**config.mk**
```make
export PLATFORM = sky130hd
export DESIGN_NAME = llc_mem_bridge
export DESIGN_NICKNAME = d
export VERILOG_FILES = /design/src/rtl/llc_mem_bridge.sv
export SDC_FILE = /design/constraint.sdc
export NUM_CORES = 1
export LEC_CHECK = 0
export ABC_AREA = 0
export BUFFER_PORTS_ARGS = -buffer_cell sky130_fd_sc_hd__buf_4
export CORE_AREA = 3 3 184 186
export DETAILED_ROUTE_END_ITERATION = 10
export DIE_AREA = 0 0 187 189
export PLACE_DENSITY = 0.63
export SLEW_MARGIN = 40
export SYNTH_ARGS = -nofsm -noshare
export SYNTH_HDL_FRONTEND = slang
export SYNTH_SLANG_ARGS = --single-unit
export TNS_END_PERCENT = 20
```
**constraint.sdc**
```tcl
create_clock -name clk -period 4.2 [get_ports clk]
set_input_delay 0.84 -clock clk [delete_from_list [all_inputs] [get_ports clk]]
set_output_delay 0.84 -clock clk [all_outputs]
set_load 0.02 [all_outputs]
```
**src/rtl/llc_mem_bridge.sv**
```systemverilog
// Bridge between llc_core line requests/responses and a beat-oriented burst memory port.
// Optional LLC_MEM_BRIDGE_STATS_EN adds saturating read/write completion counters.
module llc_mem_bridge #(
  parameter int LINE_WIDTH = 128,
  parameter int BEAT_WIDTH = 64,
  parameter int ADDR_WIDTH = 32,
  localparam int BEATS     = LINE_WIDTH / BEAT_WIDTH,
  localparam int OFF       = $clog2(LINE_WIDTH / 8),
  localparam int LADDR_W   = ADDR_WIDTH - OFF
) (
  input  logic                  clk,
  input  logic                  rst,
  input  logic                  llc_mem_req_valid,
  output logic                  llc_mem_req_ready,
  input  logic                  llc_mem_req_hwrite,
  input  logic [1:0]            llc_mem_req_hprot,
  input  logic [LADDR_W-1:0]    llc_mem_req_addr,
  input  logic [LINE_WIDTH-1:0] llc_mem_req_line,
  output logic                  llc_mem_rsp_valid,
  input  logic                  llc_mem_rsp_ready,
  output logic [LINE_WIDTH-1:0] llc_mem_rsp_line,
  output logic                  mem_cmd_valid,
  input  logic                  mem_cmd_ready,
  output logic                  mem_cmd_write,
  output logic [ADDR_WIDTH-1:0] mem_cmd_addr,
  output logic [7:0]            mem_cmd_len,
  output logic [1:0]            mem_cmd_prot,
  output logic                  mem_wdata_valid,
  input  logic                  mem_wdata_ready,
  output logic [BEAT_WIDTH-1:0] mem_wdata,
  output logic                  mem_wdata_last,
  input  logic                  mem_rdata_valid,
  output logic                  mem_rdata_ready,
  input  logic [BEAT_WIDTH-1:0] mem_rdata,
  input  logic                  mem_rdata_last,
`ifdef LLC_MEM_BRIDGE_STATS_EN
  output logic [15:0]           stat_rd_cnt,
  output logic [15:0]           stat_wr_cnt,
`endif
  output logic                  proto_err
);

  localparam int CW = $clog2(BEATS) + 1;
  localparam logic [CW-1:0] LAST_CNT = CW'(BEATS - 1);

  typedef enum logic [2:0] {IDLE, CMD, WDATA, RDATA, RSP} state_t;

  state_t                state_q, state_d;
  logic [CW-1:0]         cnt_q;
  logic                  hwrite_q;
  logic [1:0]            hprot_q;
  logic [LADDR_W-1:0]    addr_q;
  logic [LINE_WIDTH-1:0] line_q;
  logic [LINE_WIDTH-1:0] rbuf_q;
  logic                  proto_err_q;

  logic req_fire, wr_fire, rd_fire, rsp_fire, cnt_last;

  assign cnt_last = (cnt_q == LAST_CNT);
  assign req_fire = llc_mem_req_valid && llc_mem_req_ready;
  assign wr_fire  = mem_wdata_valid && mem_wdata_ready;
  assign rd_fire  = mem_rdata_valid && mem_rdata_ready;
  assign rsp_fire = llc_mem_rsp_valid && llc_mem_rsp_ready;

  assign mem_cmd_write    = hwrite_q;
  assign mem_cmd_addr     = {addr_q, {OFF{1'b0}}};
  assign mem_cmd_len      = 8'(BEATS - 1);
  assign mem_cmd_prot     = hprot_q;
  assign mem_wdata        = line_q[int'(cnt_q) * BEAT_WIDTH +: BEAT_WIDTH];
  assign mem_wdata_last   = cnt_last;
  assign llc_mem_rsp_line = rbuf_q;
  assign proto_err        = proto_err_q;

  // Valids depend on state only, so no ready input reaches a valid output.
  always_comb begin
    state_d           = state_q;
    llc_mem_req_ready = 1'b0;
    mem_cmd_valid     = 1'b0;
    mem_wdata_valid   = 1'b0;
    mem_rdata_ready   = 1'b0;
    llc_mem_rsp_valid = 1'b0;
    case (state_q)
      IDLE: begin
        llc_mem_req_ready = 1'b1;
        if (llc_mem_req_valid) state_d = CMD;
      end
      CMD: begin
        mem_cmd_valid = 1'b1;
        if (mem_cmd_ready) state_d = hwrite_q ? WDATA : RDATA;
      end
      WDATA: begin
        mem_wdata_valid = 1'b1;
        if (mem_wdata_ready && cnt_last) state_d = IDLE;
      end
      RDATA: begin
        mem_rdata_ready = 1'b1;
        if (mem_rdata_valid && cnt_last) state_d = RSP;
      end
      RSP: begin
        llc_mem_rsp_valid = 1'b1;
        if (llc_mem_rsp_ready) state_d = IDLE;
      end
      default: state_d = IDLE;
    endcase
  end

  always_ff @(posedge clk) begin
    if (rst) begin
      state_q     <= IDLE;
      cnt_q       <= '0;
      hwrite_q    <= 1'b0;
      hprot_q     <= '0;
      addr_q      <= '0;
      line_q      <= '0;
      rbuf_q      <= '0;
      proto_err_q <= 1'b0;
    end else begin
      state_q <= state_d;
      if (req_fire) begin
        hwrite_q <= llc_mem_req_hwrite;
        hprot_q  <= llc_mem_req_hprot;
        addr_q   <= llc_mem_req_addr;
        line_q   <= llc_mem_req_line;
        cnt_q    <= '0;
      end
      if (wr_fire) cnt_q <= cnt_q + 1'b1;
      // Beat placement follows the internal count even when the last marker disagrees.
      if (rd_fire) begin
        rbuf_q[int'(cnt_q) * BEAT_WIDTH +: BEAT_WIDTH] <= mem_rdata;
        cnt_q <= cnt_q + 1'b1;
        if (mem_rdata_last != cnt_last) proto_err_q <= 1'b1;
      end
    end
  end

`ifdef LLC_MEM_BRIDGE_STATS_EN
  always_ff @(posedge clk) begin
    if (rst) begin
      stat_rd_cnt <= '0;
      stat_wr_cnt <= '0;
    end else begin
      if (rsp_fire && stat_rd_cnt != 16'hFFFF) stat_rd_cnt <= stat_rd_cnt + 16'd1;
      if (wr_fire && cnt_last && stat_wr_cnt != 16'hFFFF) stat_wr_cnt <= stat_wr_cnt + 16'd1;
    end
  end
`else
  logic unused_rsp_fire;
  assign unused_rsp_fire = rsp_fire;
`endif

endmodule

```
==> results.tsv <==
metric	value	unit
status	completed	
drc	0	
ir_drop	0.000326	V
rows	66	
antenna_cells	0	
synth.avg_cell_area	8.00	um^2
setup_violations	0	
worst_ep_arrival_time	2400	ps
crit_type	reg2out	
clockBufferDepth	3	
fill_cells	3200	
syn_to_final_growth	38.0	%
die-area	35300	um^2
worstSetupEndpointType	output pin	
finalHoldViolations	0	
yosys-top-cells-area	dfxtp_1 (49%), a21oi_1 (12%), nand2_1 (9.9%)	
port_buffers	460	
ys_ff_latch	293	
drtPass1Iterations	5	
cts_resized	0	
pre_cts_slack	1430	ps
vias	12100	
cts_setup_buffers	0	
fin_cells	2330	
synth_edf_count	0	
power.density	414	nW/um^2
dp.final_hpwl	28600	um
cts.sinks	293	
ys_types	34	
fin_crit	3240	ps
async_flop_share	0	%
synthCells	1500	
r2r_slack	1690	ps
ys.flop_type	dfxtp_1	
placed_cells	2273	
clk_pin_slew	60	ps
wl_per_cell	18.2	um
cts_made_buffers	31	
first_global_vias	11700	
gp_congestion	0.821	
start_util	37.0	%
root_buffer	clkbuf_16	
yosysTopAreaCell	dfxtp_1	
worst_setup_path_start_kind	register	
max-cap-violations	0	
ys.warnings.count	0	
nNetsFinal	2098	
routed_wl	42300	um
coreArea	32500	um^2
whs	454	ps
tightest_slew	799	ps
grt_pass1_wl	65500	um
path_max_fanout	30	
rsz0062_at_grt	false	
yosysTopAreaCellShare	48.9	%
fin_crit_sh	77.2	%
htreeDepth	1	
grt_usage	22.4	%
cts_tree	yes	
antenna_found_initial	0	
grt_overflow_total	0	
layout-drive-gt1-share	29.1	%
totalPowerFinal	6850	uW
grt_max_degree	117	
fin_ws	960	ps
p_leak	0.00674	uW
holdBufCountCts	0	
fmax	309	MHz
ios	473	
clock_skew	15.2	ps
setup_tns	0	ps
min_path_type	reg2reg	
mappedNetlistArea	12000	um^2
max_slew_margin	46.7	%
die_w	187	um
critPathRequiredTime	3360	ps
die_h	189	um
seq_area_frac_synth	48.9	%
ant_nets	0	
drt_iter0_drc	673	
clk_latency	560	ps
final_max_slew_viol_count	0	
routed_via_density	5.21	
-- layer usage --
metal	global-route usage (%)	vias up	part of all wire, %
li1	-	5884	-
met1	28.4	5694	42
met2	36.9	514	46
met3	7.79	48	11
met4	4.91	0	1.9
met5	0	-	0
-- metrics by stage --
step	cell area (um^2)	utilization, %
after floorplan	12000	-
after global placement	15500	47.8
after detailed placement	15500	47.9
after CTS	16600	51.0
after global routing	16600	51.0
final	16600	51.0
-- layout make-up --
| class | count | area (um^2) | area share (%) |
|---|---|---|---|
| clock buffer | 46 | 892 | 5.39 |
| sequential | 293 | 5870 | 35.5 |
| clock inverter | 11 | 115 | 0.695 |
| inverter | 5 | 18.8 | 0.113 |
| tap | 442 | 553 | 3.34 |
| multi-input combinational | 1043 | 5350 | 32.3 |
| timing repair buffer | 490 | 3760 | 22.7 |
-- logic make-up after synthesis --
| group | Yosys count | synth area share [%] |
|---|---|---|
| AO/OA/AOI/OAI | 425 | 17.9 |
| XOR/XNOR | 1 | 0.0730 |
| adder cells (fa/ha/maj) | 3 | 0.313 |
| buffers and inverters | 174 | 7.05 |
| flip-flops | 293 | 48.9 |
| multiplexers | 67 | 5.61 |
| other | 2 | 0.0626 |
| AND/OR/NAND/NOR | 535 | 20.2 |
-- flip-flops by register name, summed over array words and instances (netlist names) --
| signal | count |
|---|---|
| line_q | 128 |
| mem_cmd_prot | 2 |
| llc_mem_rsp_line | 128 |
| state_q | 3 |
| addr_q | 28 |
| cnt_q | 2 |
| mem_cmd_write | 1 |
| proto_err | 1 |
-- power breakdown --
group | switching (uW) | internal [uW]
clock | 1130 | 1590
combinational | 669 | 449
sequential | 89.5 | 2920
total | 1890 | 4960
-- synth_stat cells (4+ instances only) --
cell      count
o21ai_0     126
clkbuf_1     98
buf_2        25
buf_6        10
buf_1        13
nand2_1     318
nand4_1     128
nor2_1       67
mux2i_1      65
a21oi_1     291
buf_4        23
dfxtp_1     293
nor3b_1       4
-- worst max-delay path, cell delays in order, from the launching register on --
cell	delay, ps
dfxtp_4	690
buf_4	560
mux2i_1	290
nor2_1	60
buf_4	190
-- placed cells by master (no fill, tap or decap), drive strengths merged, types with 2 or more instances in the layout --
| cell type | count |
|---|---|
| a21oi | 291 |
| and3b | 2 |
| buf | 489 |
| bufinv | 2 |
| clkbuf | 47 |
| clkinv | 9 |
| conb | 12 |
| dfxtp | 293 |
| ha | 3 |
| inv | 4 |
| mux2 | 2 |
| mux2i | 65 |
| nand2 | 318 |
| nand2b | 3 |
| nand3 | 3 |
| nand4 | 128 |
| nand4b | 2 |
| nor2 | 67 |
| nor2b | 3 |
| nor3b | 4 |
| o211ai | 2 |
| o21ai | 129 |
-- worst paths after layout --
kind                            startpoint                                to  depth (start not counted)
setup / recovery     cnt_q[0]$_SDFFE_PP0P_                      mem_wdata[7]                          4
setup reg to reg     cnt_q[0]$_SDFFE_PP0P_  llc_mem_rsp_line[4]$_SDFFE_PP0P_                          6
hold reg to reg   line_q[123]$_SDFFE_PP0P_          line_q[123]$_SDFFE_PP0P_                          2
hold / removal    line_q[123]$_SDFFE_PP0P_          line_q[123]$_SDFFE_PP0P_                          2
Note: power is estimated with default switching activity, not from simulation.
